==> config.mk <==
export PLATFORM = sky130hd
export DESIGN_NAME = hub75e_rx_flat
export DESIGN_NICKNAME = d
export VERILOG_FILES = /design/src/rtl/hub75e_rx_if.sv /design/src/rtl/hub75e_rx.sv /design/src/flat_wrapper.sv
export SDC_FILE = /design/constraint.sdc
export NUM_CORES = 1
export LEC_CHECK = 0
export CORE_ASPECT_RATIO = 1.1
export CORE_MARGIN = 2
export CORE_UTILIZATION = 60
export CTS_CLUSTER_SIZE = 30
export DETAILED_ROUTE_END_ITERATION = 10
export GPL_ROUTABILITY_DRIVEN = 0
export HOLD_SLACK_MARGIN = 0.15
export PLACE_DENSITY = 0.87
export SETUP_SLACK_MARGIN = 0.05
export SKIP_CTS_REPAIR_TIMING = 1
export SYNTH_ARGS = -nofsm -noshare
export SYNTH_HDL_FRONTEND = slang
export SYNTH_SLANG_ARGS = --single-unit
==> constraint.sdc <==
create_clock -name clk -period 29.1 [get_ports clk]
set_clock_uncertainty 0.1 [all_clocks]
set_input_delay 5.82 -clock clk [delete_from_list [all_inputs] [get_ports clk]]
set_output_delay 5.82 -clock clk [all_outputs]
set_load 0.1 [all_outputs]
==> src/rtl/hub75e_rx_if.sv <==
// hub75e_rx_if: HUB75E panel pin bundle (shift clock, latch, output enable,
// row address and the two RGB pixel triplets). The panel scanner drives it
// through the master modport; the receive model samples it through slave.
interface hub75e_rx_if #(
  parameter int ROW_BITS = 5
);
  logic                hub_ck;
  logic                hub_st;
  logic                hub_oe;
  logic [ROW_BITS-1:0] hub_lines;
  logic [5:0]          hub_rgb;

  modport master (
    output hub_ck,
    output hub_st,
    output hub_oe,
    output hub_lines,
    output hub_rgb
  );

  modport slave (
    input hub_ck,
    input hub_st,
    input hub_oe,
    input hub_lines,
    input hub_rgb
  );
endinterface

==> src/rtl/hub75e_rx.sv <==
// hub75e_rx: receive end of a HUB75E panel link. Pins are synchronized,
// shift clock edges fill a live line buffer, and every latch strobe copies
// the live buffer into a shadow buffer that is streamed into a pixel RAM
// write port as {row,col}. Length and overrun errors are sticky.
// Optional feature: define HUB75E_RX_OE_STAT_EN to add the oe_on_cycles /
// oe_valid display-on-time statistic ports.
module hub75e_rx #(
  parameter int COLS        = 64,
  parameter int ROW_BITS    = 5,
  parameter int SYNC_STAGES = 2
) (
  input  logic                               clk,
  input  logic                               resetn,
  hub75e_rx_if.slave                         hub,
  output logic                               wr_en,
  output logic [ROW_BITS+$clog2(COLS)-1:0]   wr_addr,
  output logic [5:0]                         wr_data,
  output logic                               frame_done,
  output logic                               err_len,
  output logic                               err_overrun
`ifdef HUB75E_RX_OE_STAT_EN
  ,
  output logic [15:0]                        oe_on_cycles,
  output logic                               oe_valid
`endif
);

  localparam int CW = $clog2(COLS);
  localparam int SW = ROW_BITS + 9;
  localparam logic [CW:0]   FULL_CNT = (CW+1)'(COLS);
  localparam logic [CW:0]   SAT_CNT  = (CW+1)'(COLS + 1);
  localparam logic [CW-1:0] LAST_COL = CW'(COLS - 1);

  typedef enum logic {
    IDLE,
    FLUSH
  } state_t;

  // synchronizer chain, all pins travel together so they stay aligned
  logic [SYNC_STAGES-1:0][SW-1:0] sync_q, sync_d;
  logic [SW-1:0]                  pins;
  logic [SW-1:0]                  synced;
  logic                           ck_s, st_s, oe_s;
  logic [ROW_BITS-1:0]            lines_s;
  logic [5:0]                     rgb_s;

  // edge detection
  logic ck_prev_q, ck_prev_d;
  logic st_prev_q, st_prev_d;
  logic ck_rise, st_rise;

  // shift / latch / flush state
  logic [CW-1:0]       col_cnt_q, col_cnt_d;
  logic [CW:0]         shift_cnt_q, shift_cnt_d;
  logic [CW:0]         shift_cnt_inc;
  logic [ROW_BITS-1:0] row_q, row_d;
  state_t              state_q, state_d;
  logic [CW-1:0]       fcol_q, fcol_d;
  logic [CW-1:0]       fcol_nxt;

  // registered outputs
  logic                   wr_en_q, wr_en_d;
  logic [ROW_BITS+CW-1:0] wr_addr_q, wr_addr_d;
  logic [5:0]             wr_data_q, wr_data_d;
  logic                   frame_done_q, frame_done_d;
  logic                   err_len_q, err_len_d;
  logic                   err_overrun_q, err_overrun_d;

  // line buffers, deliberately left out of reset
  logic [5:0] live_q   [COLS];
  logic [5:0] live_d   [COLS];
  logic [5:0] shadow_q [COLS];
  logic [5:0] shadow_d [COLS];

  assign pins    = {hub.hub_ck, hub.hub_st, hub.hub_oe, hub.hub_lines, hub.hub_rgb};
  assign synced  = sync_q[SYNC_STAGES-1];
  assign ck_s    = synced[SW-1];
  assign st_s    = synced[SW-2];
  assign oe_s    = synced[SW-3];
  assign lines_s = synced[6 +: ROW_BITS];
  assign rgb_s   = synced[5:0];

  assign ck_rise  = ck_s & ~ck_prev_q;
  assign st_rise  = st_s & ~st_prev_q;
  assign fcol_nxt = fcol_q + 1'b1;

  // next value of the synchronizer chain and the edge detector history
  always_comb begin
    sync_d[0] = pins;
    for (int i = 1; i < SYNC_STAGES; i++) begin
      sync_d[i] = sync_q[i-1];
    end
    ck_prev_d = ck_s;
    st_prev_d = st_s;
  end

  // live buffer takes the shifted pixel first so a coincident latch sees it
  always_comb begin
    live_d   = live_q;
    shadow_d = shadow_q;
    if (ck_rise) begin
      live_d[col_cnt_q] = rgb_s;
    end
    if (st_rise) begin
      shadow_d = live_d;
    end
  end

  // shift counting, latch handling and the flush sequencer
  always_comb begin
    col_cnt_d     = col_cnt_q;
    shift_cnt_inc = shift_cnt_q;
    row_d         = row_q;
    state_d       = state_q;
    fcol_d        = fcol_q;
    wr_en_d       = 1'b0;
    wr_addr_d     = wr_addr_q;
    wr_data_d     = wr_data_q;
    frame_done_d  = 1'b0;
    err_len_d     = err_len_q;
    err_overrun_d = err_overrun_q;

    if (ck_rise) begin
      col_cnt_d = col_cnt_q + 1'b1;
      if (shift_cnt_q != SAT_CNT) begin
        shift_cnt_inc = shift_cnt_q + 1'b1;
      end
    end
    shift_cnt_d = shift_cnt_inc;

    if (st_rise) begin
      err_len_d   = err_len_q | (shift_cnt_inc != FULL_CNT);
      shift_cnt_d = '0;
      col_cnt_d   = '0;
      row_d       = lines_s;
      if (state_q == FLUSH) begin
        err_overrun_d = 1'b1;
      end
      state_d   = FLUSH;
      fcol_d    = '0;
      wr_en_d   = 1'b1;
      wr_addr_d = {lines_s, {CW{1'b0}}};
      wr_data_d = live_d[0];
    end else if (state_q == FLUSH) begin
      if (fcol_q == LAST_COL) begin
        state_d      = IDLE;
        wr_en_d      = 1'b0;
        frame_done_d = &row_q;
      end else begin
        fcol_d    = fcol_nxt;
        wr_en_d   = 1'b1;
        wr_addr_d = {row_q, fcol_nxt};
        wr_data_d = shadow_q[fcol_nxt];
      end
    end
  end

  // control and output registers, cleared by the asynchronous reset
  always_ff @(posedge clk or negedge resetn) begin
    if (!resetn) begin
      sync_q        <= '0;
      ck_prev_q     <= 1'b0;
      st_prev_q     <= 1'b0;
      col_cnt_q     <= '0;
      shift_cnt_q   <= '0;
      row_q         <= '0;
      state_q       <= IDLE;
      fcol_q        <= '0;
      wr_en_q       <= 1'b0;
      wr_addr_q     <= '0;
      wr_data_q     <= '0;
      frame_done_q  <= 1'b0;
      err_len_q     <= 1'b0;
      err_overrun_q <= 1'b0;
    end else begin
      sync_q        <= sync_d;
      ck_prev_q     <= ck_prev_d;
      st_prev_q     <= st_prev_d;
      col_cnt_q     <= col_cnt_d;
      shift_cnt_q   <= shift_cnt_d;
      row_q         <= row_d;
      state_q       <= state_d;
      fcol_q        <= fcol_d;
      wr_en_q       <= wr_en_d;
      wr_addr_q     <= wr_addr_d;
      wr_data_q     <= wr_data_d;
      frame_done_q  <= frame_done_d;
      err_len_q     <= err_len_d;
      err_overrun_q <= err_overrun_d;
    end
  end

  // line buffer storage, contents are don't-care until first written
  always_ff @(posedge clk) begin
    live_q   <= live_d;
    shadow_q <= shadow_d;
  end

  assign wr_en       = wr_en_q;
  assign wr_addr     = wr_addr_q;
  assign wr_data     = wr_data_q;
  assign frame_done  = frame_done_q;
  assign err_len     = err_len_q;
  assign err_overrun = err_overrun_q;

`ifdef HUB75E_RX_OE_STAT_EN
  logic [15:0] oe_cnt_q, oe_cnt_d;
  logic [15:0] oe_on_q, oe_on_d;
  logic        oe_valid_q, oe_valid_d;

  // display-on time between latches; the latch cycle opens the next window
  always_comb begin
    oe_cnt_d   = oe_cnt_q;
    oe_on_d    = oe_on_q;
    oe_valid_d = 1'b0;
    if (st_rise) begin
      oe_on_d    = oe_cnt_q;
      oe_valid_d = 1'b1;
      oe_cnt_d   = {15'b0, ~oe_s};
    end else if (!oe_s && (oe_cnt_q != 16'hFFFF)) begin
      oe_cnt_d = oe_cnt_q + 16'd1;
    end
  end

  // statistic registers
  always_ff @(posedge clk or negedge resetn) begin
    if (!resetn) begin
      oe_cnt_q   <= '0;
      oe_on_q    <= '0;
      oe_valid_q <= 1'b0;
    end else begin
      oe_cnt_q   <= oe_cnt_d;
      oe_on_q    <= oe_on_d;
      oe_valid_q <= oe_valid_d;
    end
  end

  assign oe_on_cycles = oe_on_q;
  assign oe_valid     = oe_valid_q;
`else
  logic oe_unused;
  assign oe_unused = oe_s;
`endif

endmodule

==> src/flat_wrapper.sv <==
// flat-port wrapper written by rule: the top's interface ports become plain ports
module hub75e_rx_flat 
#(
  parameter int COLS        = 64,
  parameter int ROW_BITS    = 5,
  parameter int SYNC_STAGES = 2
)
  (clk, resetn, wr_en, wr_addr, wr_data, frame_done, err_len, err_overrun, hub_hub_ck, hub_hub_st, hub_hub_oe, hub_hub_lines, hub_hub_rgb);
  hub75e_rx_if #(.ROW_BITS(ROW_BITS)) hub_i ();
  input  logic clk;
  input  logic resetn;
  output logic wr_en;
  output logic [ROW_BITS+$clog2(COLS)-1:0] wr_addr;
  output logic [5:0] wr_data;
  output logic frame_done;
  output logic err_len;
  output logic err_overrun;
  input wire logic [$bits(hub_i.hub_ck)-1:0] hub_hub_ck;
  input wire logic [$bits(hub_i.hub_st)-1:0] hub_hub_st;
  input wire logic [$bits(hub_i.hub_oe)-1:0] hub_hub_oe;
  input wire logic [$bits(hub_i.hub_lines)-1:0] hub_hub_lines;
  input wire logic [$bits(hub_i.hub_rgb)-1:0] hub_hub_rgb;
  assign hub_i.hub_ck = hub_hub_ck;
  assign hub_i.hub_st = hub_hub_st;
  assign hub_i.hub_oe = hub_hub_oe;
  assign hub_i.hub_lines = hub_hub_lines;
  assign hub_i.hub_rgb = hub_hub_rgb;
  hub75e_rx #(.COLS(COLS), .ROW_BITS(ROW_BITS), .SYNC_STAGES(SYNC_STAGES)) u_core (.clk(clk), .resetn(resetn), .hub(hub_i), .wr_en(wr_en), .wr_addr(wr_addr), .wr_data(wr_data), .frame_done(frame_done), .err_len(err_len), .err_overrun(err_overrun));
endmodule
==> results of run 1 <==
how the worst max path moves through the flow:
stage	slack [ps]	to
floorplan	16530	u_core.shadow_q[0]$_DFFE_PP_
global placement	20720	wr_addr[0]
detailed placement	20710	wr_addr[0]
CTS	20040	wr_addr[0]
global route	19960	wr_addr[0]
finish	20100	wr_addr[0]
registers in the layout, indices dropped and copies added, names as in the netlist:
name                count
u_core.st_prev_q        1
u_core.err_overrun      1
u_core.shift_cnt_q      7
u_core.sync_d          13
u_core.shadow_q       384
u_core.wr_addr         11
u_core.col_cnt_q        6
u_core.ck_prev_q        1
u_core.wr_data          6
u_core.state_q          1
u_core.live_q         384
u_core.synced          13
u_core.frame_done       1
u_core.err_len          1
u_core.row_q            5
per-layer routing:
layer / vias up / share of wire [%] / GRT usage [%]
met1: 7999 / 39 / 30.4
met2: 629 / 50 / 41.5
li1: 6742 / - / -
met5: - / 0 / 0
met4: 0 / 4.2 / 11.0
met3: 166 / 6.8 / 4.07
power breakdown:
group | switching (W) | leakage [nW] | internal (W)
sequential | 0.0000394 | 7.48 | 0.00129
clock | 0.000418 | 1.17 | 0.000560
combinational | 0.000275 | 3.78 | 0.000182
cell usage in the layout, fill, tap and decap left out, types with 23 or more instances in the layout:
cell type        count
edfxtp_1           384
dfxtp_1            384
clkbuf_16           77
clkdlybuf4s50_1     33
clkbuf_1            23
nor2_1              53
mux2_2             411
mux4_2              86
nand2_1             84
dfrtp_1             60
layout make-up:
cell class | count | area (sq um) | share of cell area [%]
Clock buffer | 107 | 2110 | 6.30
Multi-Input combinational cell | 828 | 8810 | 26.3
Inverter | 9 | 41.3 | 0.123
Timing Repair Buffer | 50 | 458 | 1.37
Clock inverter | 28 | 313 | 0.935
Sequential cell | 835 | 20900 | 62.5
Tap cell | 660 | 826 | 2.47
cells by family (layout without fill, tap and decap cells):
group	Yosys count	after routing	share of synthesized area, %
xor gates and xnor gates	18	18	0.523
buffers and inverters	105	194	1.64
adders and majority gates	4	4	0.166
AOI/OAI and AO/OA	79	79	2.05
muxes	510	510	22.7
and+or+nand+nor	217	217	3.57
DFF	835	835	69.3
metrics by stage:
stage	total power [W]	hold slack (ps)	instance area, sq um
2_1_floorplan	0.00168	231	30100
3_3_place_gp	0.00179	233	31000
3_5_place_dp	0.00180	237	31000
4_1_cts	0.00277	236	33500
5_1_grt	0.00284	239	33500
6_report	0.00276	234	33500
==> summary.md, run 1 <==
| Metric | Value |
|---|---|
| Synthesis-stage register bit count | 835 |
| RSZ-0062 raised after global routing | false |
| Clock-pin slew on the worst setup and hold paths | 70 ps |
| R2r startpoint | u_core.wr_addr[0]$_DFFE_PN0P_ |
| Worst r2r path cells | 8 |
| Residual DRC | 0 |
| DIE AREA | 52100 sq um |
| Peak supply drop | 0.0948 mV |
| Slew margin rel. | 16.6% |
| Nets | 1818 |
| Setup-failing EPs final | 0 |
| Antenna-violating nets left | 0 |
| I/O pin count | 37 |
| H-tree depth | 3 |
| Cell area after synthesis | 30100 sq um |
| WHS Endpoint | u_core.synced[0]$_DFF_PN0_ |
| Sequential cell area fraction in the yosys report | 69.3% |
| Startpoint class of the critical path | register |
| FF-to-FF setup slack | 24230 ps |
| WS Path Type | reg -> out |
| Post-Syn Instances | 1768 |
| Setup crit start | u_core.wr_addr[0]$_DFFE_PN0P_ |
| Largest delay contributor family on the critical path | buffers and inverters |
| Post-Route WL | 62400 um |
| EDFF count, synth | 384 |
| WP depth | 1 |
| Fmax | 0.111 GHz |
| Clk Latency, worst-skew pair | 620 ps |
| Non-filler cells, final | 2517 |
| TritonCTS Sinks | 835 |
| Distinct cells, synth | 66 |
| Remaining Overflow, GRT | 0 |
| DP Worst Slack | 20710 ps |
| DP Cell Count | 2382 |
| Endpoints failing hold | 0 |
| WL/cell | 24.8 um |
| Max incr delay on CP | 1300 ps |
| Synth cell count leaders | mux2_2 (411), dfxtp_1 (384), edfxtp_1 (384) |
| Routed vias | 15.5k |
| Max cap viols | 0 |
| Worst reg2reg endpoint | u_core.wr_data[3]$_DFFE_PN0P_ |
| Cts bufs inserted | 74 |
| Pwr Density | 82.6 nW/um^2 |
| Bufs and invs on worst path | 1 |
| Initial antenna violation count | 0 |
| Yosys top cell by area | edfxtp_1 |
| Ant diodes | 0 |
| Worst Hold Class | reg -> reg |
| Crit. End Element | output pin |
| Core box area | 49800 sq um |
| First-pass GRT wire length | 94700 um |
| Area contributors post-synth | edfxtp_1 (38%), dfxtp_1 (26%), mux2_2 (15%) |
| DRT Pass-1 Iters | 5 |
| CTS tree | yes |
| CTS Buffer Depth | 3 |
| Worst slew pin tran | 1240 ps |
| Crit path max fanout | 50 |
| Worst hold path startpoint | u_core.sync_d[14]$_DFF_PN0_ |
| Post-Syn Nets | 1788 |
| Vias per cell | 6.17 |
| Synth top area share | 38.3% |
| Die width | 218 um |
| Area Growth Syn to Fin | 11.0% |
| Worst path cell trace | clkdlybuf4s50_1 |
| Initial Util | 60.5% |
| Port buffer count | 35 |
| Die extent in y | 239 um |
| Fin crit period | 9000 ps |
| Final core occ | 67.2% |
| Initial drt markers | 1657 |
| CP max stage cell | clkdlybuf4s50_1 |
| Status | completed |
| Rows | 86 |
| Ratio of cells with drive above 1 in the final layout | 34.7% |
| Global Route Usage Sum | 24.2% |
| Mean Syn Cell Area | 17.1 sq um |
| Fin crit share | 30.9% |
| Ys flop type | edfxtp_1 |
| Final HPWL DP | 36500 um |
| Fillers | 2926 |
| Slew Viols, Final | 0 |
| Largest net degree at the start of global routing | 92 |
| Fin Setup TNS | 0 ps |
| Most frequent cell after synthesis | mux2_2 |
| Yosys warns | 0 |
| CTS root buffer | clkbuf_16 |
| Hold path depth | 0 |
| Async S/R FF share, synth | 8.02% |
| Pleak | 12.4 nW |
| Critical Path RT | 23180 ps |
| Vias in the first global route | 16.4k |
| Final worst setup slack | 20100 ps |
| Critical Path AT | 3080 ps |
(Power assumes the default switching activity.)
==> run 2: changes to the inputs <==
- clock period: 29.1 -> 9.3 ns (I/O delays scaled with it)
==> run 2 against run 1 <==
Against the previous run:
- clock power increased to 3.3 times the previous value
- via count increased by 0.38%
- register-to-register slack got worse by 19000 ps
- worst setup slack got worse by 16000 ps
- die area unchanged
- total power increased to 3.2 times the previous value
- global-route usage increased by 0.23 points
- final cell count about the same
- hold slack improved by 15 ps
- critical path depth unchanged
==> summary.md, run 2 (synthesis gave the netlist of run 1 again) <==
| Metric | Value |
|---|---|
| Status | completed |
| Logic pwr share | 16.3% |
| CP max stage cell | clkdlybuf4s50_1 |
| Critical Path AT | 2740 ps |
| Clk Latency, worst-skew pair | 610 ps |
| Routed vias | 15.6k |
| CTS Buffer Depth | 3 |
| Crit path max fanout | 15 |
| WS Path Type | reg -> out |
| Switching part of the total | 25.8% |
| First-pass GRT wire length | 95600 um |
| Clock-pin slew on the worst setup and hold paths | 60 ps |
| Worst path cell trace | clkdlybuf4s50_1 |
| Ratio of cells with drive above 1 in the final layout | 34.9% |
| Peak supply drop | 0.232 mV |
| Slew margin rel. | 16.4% |
| Setup-failing EPs final | 0 |
| Post-Route WL | 62900 um |
| Sw power | 0.00228 W |
| WP depth | 1 |
| Largest regs | u_core.live_q: 384 flops, u_core.shadow_q: 384 flops |
| Residual DRC | 0 |
| Hold path depth | 0 |
| Antenna-violating nets left | 0 |
| WHS Endpoint | u_core.synced[3]$_DFF_PN0_ |
| FF-to-FF setup slack | 4860 ps |
| Pwr Density | 262 nW/um^2 |
| Initial Util | 60.5% |
| CTS tree | yes |
| Power share of the sequential group | 47.0% |
| Global Route Usage Sum | 24.5% |
| Largest net degree at the start of global routing | 195 |
| Initial antenna violation count | 0 |
| Worst r2r path cells | 8 |
| Worst hold path startpoint | u_core.sync_d[17]$_DFF_PN0_ |
| Vias per cell | 6.19 |
| Bufs and invs on worst path | 1 |
| Final HPWL DP | 35300 um |
| Clock Power Share | 36.7% |
| Core box area | 49800 sq um |
| Most frequent cells in the layout | mux2_2 (411), dfxtp_1 (384), edfxtp_1 (384), mux4_2 (86), nand2_1 (84) |
| Area Growth Syn to Fin | 11.7% |
| I/O pin count | 37 |
| Setup crit start | u_core.wr_addr[2]$_DFFE_PN0P_ |
| TritonCTS Sinks | 835 |
| Fin Setup TNS | 0 ps |
| Most common cell after layout, fill and taps aside | mux2_2 |
| H-tree depth | 3 |
| CTS root buffer | clkbuf_16 |
| Worst Hold Class | reg -> reg |
| DRT Pass-1 Iters | 5 |
| R2r startpoint | u_core.wr_addr[0]$_DFFE_PN0P_ |
| Remaining Overflow, GRT | 0 |
| Fmax | 0.213 GHz |
| Vias in the first global route | 16.3k |
| Fin crit period | 4700 ps |
| Max incr delay on CP | 1300 ps |
| Nets | 1817 |
| Startpoint class of the critical path | register |
| Die width | 218 um |
| RSZ-0062 raised after global routing | false |
| Die extent in y | 239 um |
| Crit. End Element | output pin |
| Fin crit share | 50.6% |
| DIE AREA | 52100 sq um |
| Rows | 86 |
| Worst slew pin tran | 1250 ps |
| Cts bufs inserted | 74 |
| WL/cell | 25.0 um |
| Worst reg2reg endpoint | u_core.wr_data[2]$_DFFE_PN0P_ |
| Port buffer count | 35 |
| Ant diodes | 0 |
| Max cap viols | 0 |
| Endpoints failing hold | 0 |
| Int Power | 0.00655 W |
| Total power after layout | 0.00883 W |
| Critical Path RT | 7340 ps |
| Initial drt markers | 1600 |
| Slew Viols, Final | 0 |
| Pleak | 12.5 nW |
| Largest delay contributor family on the critical path | buffers and inverters |
[run 2: changes by cell type in the layout (fill, tap and decap cells not counted), moves of 2 or more]
cell	before	now
clkbuf_1	23	21
buf_4	17	14
bufinv_16	6	10
clkinvlp_4	6	4
clkinv_2	10	4
clkbuf_16	77	79
clkbuf_8	7	12
clkinv_4	0	2
[run 2: final cells by class]
class                           instances  area [sq um]
Clock buffer                          112          2220
Clock inverter                         25           402
Fill cell                            2930         16100
Inverter                                9          41.3
Multi-Input combinational cell        828          8810
Sequential cell                       835         20900
Tap cell                              660           826
Timing Repair Buffer                   49           465
[run 2: through the flow]
step	instance area (sq um)	hold WS [ps]	setup WS, ps	cells	utilization (%)
detailed placement	31100	235	4880	2381	62.3
CTS	33700	249	4600	2518	67.6
global route	33700	261	4530	2518	67.6
global placement	31100	233	4900	2381	62.3
finish	33700	249	4600	2518	67.6
floorplan	30200	231	2380	1768	-
[run 2: power by group through the flow]
stage                     logic [W]  registers [W]  clock network, W
final                       0.00144        0.00415           0.00324
after global routing        0.00151        0.00416           0.00341
after CTS                   0.00144        0.00414           0.00327
after detailed placement    0.00142        0.00421                 0
after global placement      0.00140        0.00420                 0
after floorplan            0.000885        0.00434                 0
[run 2: worst max path at each step]
stage / slack [ps] / end
finish: 4600 / wr_addr[2]
global route: 4530 / wr_addr[2]
CTS: 4600 / wr_addr[2]
global placement: 4900 / u_core.wr_data[2]$_DFFE_PN0P_
detailed placement: 4880 / u_core.wr_data[2]$_DFFE_PN0P_
floorplan: 2380 / u_core.shadow_q[0]$_DFFE_PP_
[run 2: metal layers]
layer	vias to the layer above	wire, um	global-route usage, %
met5	-	0	0
met4	0	2120	10.6
met3	136	4260	5.20
met2	616	32000	41.8
met1	8099	24400	30.2
li1	6744	-	-
